File: src/rtl/dcache_pkg.sv
// Shared types and address helpers for the direct-mapped write-through data cache.
package dcache_pkg;

  typedef enum logic [1:0] {
    IDLE    = 2'd0,
    RD_MISS = 2'd1,
    WR_THRU = 2'd2,
    RESP    = 2'd3
  } state_e;

  function automatic int calc_idx_w(input int lines);
    return $clog2(lines);
  endfunction

  function automatic int calc_tag_w(input int addr_w, input int lines);
    return addr_w - $clog2(lines) - 2;
  endfunction

  // Word index: byte-offset bits [1:0] are dropped before masking.
  function automatic logic [63:0] addr_index(input logic [63:0] addr, input int idx_w);
    return (addr >> 2) & ((64'd1 << idx_w) - 64'd1);
  endfunction

  function automatic logic [63:0] addr_tag(input logic [63:0] addr, input int idx_w);
    return addr >> (idx_w + 2);
  endfunction

endpackage

File: src/rtl/dcache_array.sv
// Valid/tag/data storage: one combinational lookup port, one write port, async valid clear.
module dcache_array
  import dcache_pkg::*;
#(
  parameter int LINES  = 16,
  parameter int TAG_W  = 26,
  parameter int DATA_W = 32,
  parameter int IDX_W  = calc_idx_w(LINES)
) (
  input  logic              clk_i,
  input  logic              rst_i,
  input  logic [IDX_W-1:0]  rd_idx_i,
  input  logic [TAG_W-1:0]  rd_tag_i,
  output logic              hit_o,
  output logic [DATA_W-1:0] rd_data_o,
  input  logic              wr_en_i,
  input  logic [IDX_W-1:0]  wr_idx_i,
  input  logic [TAG_W-1:0]  wr_tag_i,
  input  logic [DATA_W-1:0] wr_data_i
);

  logic [LINES-1:0]  valid_q;
  logic [TAG_W-1:0]  tag_q  [LINES];
  logic [DATA_W-1:0] data_q [LINES];

  always_ff @(posedge clk_i or posedge rst_i) begin
    if (rst_i) begin
      valid_q <= '0;
    end else if (wr_en_i) begin
      valid_q[wr_idx_i] <= 1'b1;
    end
  end

  // Tag and data need no reset: they are only observed through a set valid bit.
  always_ff @(posedge clk_i) begin
    if (wr_en_i) begin
      tag_q[wr_idx_i]  <= wr_tag_i;
      data_q[wr_idx_i] <= wr_data_i;
    end
  end

  assign hit_o     = valid_q[rd_idx_i] && (tag_q[rd_idx_i] == rd_tag_i);
  assign rd_data_o = data_q[rd_idx_i];

endmodule

File: src/rtl/dcache.sv
// Direct-mapped, write-through, no-write-allocate data cache; misses and stores stall the CPU.
module dcache
  import dcache_pkg::*;
#(
  parameter int LINES  = 16,
  parameter int ADDR_W = 32,
  parameter int DATA_W = 32
) (
  input  logic              clk,
  input  logic              rst,
  input  logic [ADDR_W-1:0] cpu_addr,
  input  logic [DATA_W-1:0] cpu_wdata,
  input  logic              cpu_read,
  input  logic              cpu_write,
  output logic [DATA_W-1:0] cpu_rdata,
  output logic              cpu_stall,
  output logic [ADDR_W-1:0] mem_addr,
  output logic [DATA_W-1:0] mem_wdata,
  output logic              mem_read,
  output logic              mem_write,
  input  logic [DATA_W-1:0] mem_rdata,
  input  logic              mem_ack,
  output state_e            dbg_state
);

  localparam int IDX_W = calc_idx_w(LINES);
  localparam int TAG_W = calc_tag_w(ADDR_W, LINES);

  state_e            state_q;
  logic [ADDR_W-1:0] addr_q;
  logic [DATA_W-1:0] wdata_q;
  logic [DATA_W-1:0] resp_q;
  logic              mem_read_q;
  logic              mem_write_q;

  logic [ADDR_W-1:0] lookup_addr;
  logic [IDX_W-1:0]  rd_idx;
  logic [TAG_W-1:0]  rd_tag;
  logic [IDX_W-1:0]  wr_idx;
  logic [TAG_W-1:0]  wr_tag;
  logic              hit;
  logic [DATA_W-1:0] line_data;
  logic              wr_en;
  logic [DATA_W-1:0] wr_data;

  // Outside IDLE the lookup follows the latched address, so a store's hit test sees its own line.
  assign lookup_addr = (state_q == IDLE) ? cpu_addr : addr_q;
  assign rd_idx      = IDX_W'(addr_index(64'(lookup_addr), IDX_W));
  assign rd_tag      = TAG_W'(addr_tag(64'(lookup_addr), IDX_W));
  assign wr_idx      = IDX_W'(addr_index(64'(addr_q), IDX_W));
  assign wr_tag      = TAG_W'(addr_tag(64'(addr_q), IDX_W));

  assign wr_en   = mem_ack && ((state_q == RD_MISS) || ((state_q == WR_THRU) && hit));
  assign wr_data = (state_q == RD_MISS) ? mem_rdata : wdata_q;

  dcache_array #(
    .LINES (LINES),
    .TAG_W (TAG_W),
    .DATA_W(DATA_W),
    .IDX_W (IDX_W)
  ) u_array (
    .clk_i    (clk),
    .rst_i    (rst),
    .rd_idx_i (rd_idx),
    .rd_tag_i (rd_tag),
    .hit_o    (hit),
    .rd_data_o(line_data),
    .wr_en_i  (wr_en),
    .wr_idx_i (wr_idx),
    .wr_tag_i (wr_tag),
    .wr_data_i(wr_data)
  );

  always_ff @(posedge clk or posedge rst) begin
    if (rst) begin
      state_q     <= IDLE;
      addr_q      <= '0;
      wdata_q     <= '0;
      resp_q      <= '0;
      mem_read_q  <= 1'b0;
      mem_write_q <= 1'b0;
    end else begin
      case (state_q)
        IDLE: begin
          if (cpu_write) begin
            addr_q      <= cpu_addr;
            wdata_q     <= cpu_wdata;
            mem_write_q <= 1'b1;
            state_q     <= WR_THRU;
          end else if (cpu_read && !hit) begin
            addr_q     <= cpu_addr;
            mem_read_q <= 1'b1;
            state_q    <= RD_MISS;
          end
        end
        RD_MISS: begin
          if (mem_ack) begin
            resp_q     <= mem_rdata;
            mem_read_q <= 1'b0;
            state_q    <= RESP;
          end
        end
        WR_THRU: begin
          if (mem_ack) begin
            mem_write_q <= 1'b0;
            state_q     <= RESP;
          end
        end
        RESP:    state_q <= IDLE;
        default: state_q <= IDLE;
      endcase
    end
  end

  always_comb begin
    cpu_stall = 1'b0;
    cpu_rdata = '0;
    case (state_q)
      IDLE: begin
        cpu_stall = cpu_write || (cpu_read && !hit);
        cpu_rdata = hit ? line_data : '0;
      end
      RD_MISS, WR_THRU: cpu_stall = 1'b1;
      RESP:             cpu_rdata = resp_q;
      default: begin
        cpu_stall = 1'b0;
        cpu_rdata = '0;
      end
    endcase
  end

  assign mem_addr  = addr_q;
  assign mem_wdata = wdata_q;
  assign mem_read  = mem_read_q;
  assign mem_write = mem_write_q;
  assign dbg_state = state_q;

endmodule
File: config.mk
export PLATFORM = sky130hd
export DESIGN_NAME = dcache
export DESIGN_NICKNAME = d
export VERILOG_FILES = /design/src/rtl/dcache_pkg.sv /design/src/rtl/dcache_array.sv /design/src/rtl/dcache.sv
export SDC_FILE = /design/constraint.sdc
export NUM_CORES = 2
export LEC_CHECK = 0
export ABC_CLOCK_PERIOD_IN_PS = 13200
export BUFFER_PORTS_ARGS = -buffer_cell sky130_fd_sc_hd__buf_2
export CAP_MARGIN = 5
export CORE_MARGIN = 2
export CORE_UTILIZATION = 38
export DETAILED_ROUTE_END_ITERATION = 16
export GPL_ROUTABILITY_DRIVEN = 0
export PLACE_DENSITY = 0.53
export SYNTH_ARGS = -nofsm -noshare
export SYNTH_HDL_FRONTEND = slang
export SYNTH_SLANG_ARGS = --single-unit
File: constraint.sdc
create_clock -name clk -period 13.2 [get_ports clk]
set_clock_uncertainty 0.2 [all_clocks]
set_input_delay 2.64 -clock clk [delete_from_list [all_inputs] [get_ports clk]]
set_output_delay 2.64 -clock clk [all_outputs]
set_load 0.05 [all_outputs]
==> impl_metrics.json <==
{
  "status": "finished clean",
  "initial_core_util_pct": 38.3,
  "busiest_layer": "met2",
  "async_flop_share_pct": 11.1,
  "synth_cells": 2813,
  "register_area_um2": 30800,
  "rows": 122,
  "synth-compound-area-share_pct": 5.14,
  "cts_tree": "done",
  "place_inst": 4369,
  "maxCapViolations": 0,
  "ys_ff_latch": 1044,
  "maxSlewViolCount": 0,
  "clock-sinks": 1044,
  "area_delta_synth_final_pct": 14.7,
  "final_cells": 4572,
  "cp_max_fo": 115,
  "cpLargestDelayFamily": "buffers and inverters",
  "yosys_warnings": 0,
  "synth_ff_type": "edfxtp_1",
  "fillers": 9948,
  "worst-setup-path-type": "in -> out",
  "muxShareOfSynthArea_pct": 9.42,
  "synth-simple-area-share_pct": 9.98,
  "cts_buffers": 111,
  "cts_resized": 0,
  "cp_slowest_cell": "buf_4",
  "use_met1_pct": 28.7,
  "portBuffers": 201,
  "syn_area_um2": 42500,
  "clk_latency_ns": 0.71,
  "worst_pin_slew_ns": 1.22,
  "vdd_drop_max_mv": 0.342,
  "tns_ns": 0,
  "synth_fp_nets": 2920,
  "clk_pin_slew_worst_paths_ns": 0.06,
  "wl_per_cell_um": 25.7,
  "pwr_density_cell_nw_per_um2": 264,
  "finalWirelength_um": 118000,
  "worstSetupStartpoint": "cpu_addr[2]",
  "die_area_um2": 114000,
  "crit_buf_inv": 5,
  "cts-hold-fix-buffers": 0,
  "seq_area_frac_synth_pct": 72.5,
  "grt_pass1_wl_um": 173000,
  "track_usage_pct": 20.3,
  "die_x_um": 338,
  "cts_max_path_buffers": 3,
  "rsz0062_at_grt": "false",
  "critical-path-max-stage-delay_ns": 0.81,
  "top_level_ports": 202,
  "hold_violations": 0,
  "yosysUniqueCellTypes": 67,
  "num_vias": 25201,
  "met2_usage_pct": 32.9,
  "grt_util_met3_pct": 3.44,
  "end_kind": "output port",
  "worstPathRequired_ns": 10.36,
  "multi_input_area_um2": 11000,
  "first_pass_iters": 5,
  "worstHoldStart": "u_array.valid_q[7]",
  "postCtsSetupBuffers": 0,
  "htreeDepth": 3,
  "drc": 0,
  "leakage_nw": 17.0,
  "min_path_type": "reg -> reg",
  "reg2reg_from": "dbg_state[1]",
  "antenna_cells": 0,
  "start_kind": "input port",
  "die_h_um": 338,
  "grt_max_degree": 141,
  "drt_iter0_markers": 2226,
  "hpwlAfterDp_um": 62800,
  "crit_path_cell_trace": "buf_2 > mux2_8 > buf_12 > buf_4 > nand2_1 > nand3_1 > a21oi_1 > a2111o_1 > a221oi_1 > nand4_2 > nor4_4 > buf_4 > a22oi_1 > nor2_1 > buf_2",
  "synth_top_family_by_area": "simple AND/OR/NAND/NOR gates",
  "post-route-min-period_ns": 10.54,
  "cp.arrival_ns": 7.70,
  "drive_above_1_share_pct": 21.2,
  "final_nets": 3101,
  "synth_fa_ha_area_share_pct": 0.177,
  "finalSetupViolations": 0,
  "fmax_mhz": 94.9,
  "core_um2": 111000,
  "synthXorXnorAreaFrac_pct": 0.619,
  "drtAntennaViolNets": 0,
  "antenna_found_initial": 4,
  "cts_root_buf": "clkbuf_16",
  "maxSlewHeadroom_pct": 18.2,
  "viasPerCell": 5.51,
  "synth_enable_flop_cells": 928,
  "syn_avg_cell_area_um2": 15.1,
  "grt_overflow_total": 0,
  "grt_pass1_vias": 25648,
  "fin_crit_sh_pct": 79.9
}
-- where the power goes --
group	leakage (nW)	switching [W]	internal (W)
clock	1.76	0.00130	0.00179
combinational	5.49	0.00341	0.00158
sequential	9.74	0.000376	0.00441
-- routing by layer --
metal | share of wire [%] | up-vias
met3 | 6.0 | 150
met1 | 45 | 13204
met5 | 0.029 | -
li1 | - | 11066
met4 | 1.9 | 6
met2 | 47 | 775
-- final timing paths --
check                                          to  slack (ns)  cells after the start
min reg2reg                    u_array.valid_q[7]        0.27                      1
max reg2reg                u_array.data_q[11][22]        4.62                     17
min                            u_array.valid_q[7]        0.27                      1
min in group asynchronous             mem_addr[0]        1.86                      2
max                                 cpu_rdata[17]        2.66                     15
max in group asynchronous           mem_wdata[26]        9.55                      3
-- cell usage after synthesis, types with 5 or more instances --
library cell | instances | share of area, %
o211ai_1 | 6 | 0.11
ha_1 | 6 | 0.18
nor2_1 | 60 | 0.53
nand2_1 | 642 | 5.7
buf_2 | 19 | 0.22
a22o_1 | 5 | 0.10
nor3_1 | 6 | 0.071
mux2i_1 | 58 | 1.4
clkbuf_1 | 119 | 1.1
buf_4 | 9 | 0.16
and3_1 | 72 | 1.1
a21oi_1 | 46 | 0.54
buf_6 | 6 | 0.16
xor2_1 | 13 | 0.27
nor2b_1 | 6 | 0.088
a31oi_1 | 35 | 0.52
a22oi_1 | 40 | 0.71
nand3_1 | 166 | 2.0
a311oi_1 | 98 | 2.0
buf_12 | 7 | 0.33
a221oi_1 | 5 | 0.10
nand4_1 | 11 | 0.16
edfxtp_1 | 928 | 66
o21ai_0 | 8 | 0.094
mux2_2 | 103 | 2.7
dfrtp_1 | 116 | 6.8
mux2_4 | 31 | 1.1
mux4_2 | 74 | 3.9
o21bai_1 | 16 | 0.28
xnor2_1 | 17 | 0.35
buf_1 | 19 | 0.17
inv_1 | 7 | 0.062
-- cell families (layout without fill, tap and decap cells) --
family | after synthesis | after routing
multiplexers | 271 | 271
XOR/XNOR | 30 | 30
adder cells (fa/ha/maj) | 6 | 6
buffers and inverters | 188 | 459
AND/OR/NAND/NOR | 986 | 986
AO/OA/AOI/OAI | 288 | 288
flip-flops | 1044 | 1044
-- metrics by stage --
step	hold slack (ns)	instance area [um2]	setup WS [ns]	util (%)	power, W
3_5_place_dp	0.257	45100	2.52	40.7	0.00988
2_1_floorplan	0.238	42500	4.33	-	0.00826
5_1_grt	0.289	48700	2.16	43.9	0.0135
4_1_cts	0.274	48700	2.51	43.9	0.0130
3_3_place_gp	0.260	45100	2.73	40.7	0.00980
6_report	0.273	48700	2.66	43.9	0.0129
-- layout make-up --
class | count | area share [%]
clock buffers | 132 | 5.95
clock inverters | 71 | 1.49
inverters | 7 | 0.0642
multi-input cells | 1581 | 22.5
flip-flops and latches | 1044 | 63.2
well taps | 1488 | 3.82
repair buffers | 249 | 2.93
-- registers in the layout, indices dropped and copies added (netlist names) --
register,count
u_array.valid_q,16
mem_read,1
mem_addr,32
u_array.tag_q,416
dbg_state,2
mem_wdata,32
u_array.data_q,512
mem_write,1
resp_q,32
-- layout by cell type (no fill, tap or decap), drive strengths merged, types with 11 or more instances in the layout --
cell	instances
and3	72
nand2	643
o21bai	16
xor2	13
mux2	134
dfrtp	116
clkinv	50
a311oi	98
a22oi	41
mux4	78
inv	13
nand4	12
xnor2	17
nor2	60
a21oi	46
a31oi	35
nand3	167
bufinv	11
mux2i	59
clkbuf	132
edfxtp	928
buf	249
(Power assumes the default switching activity.)
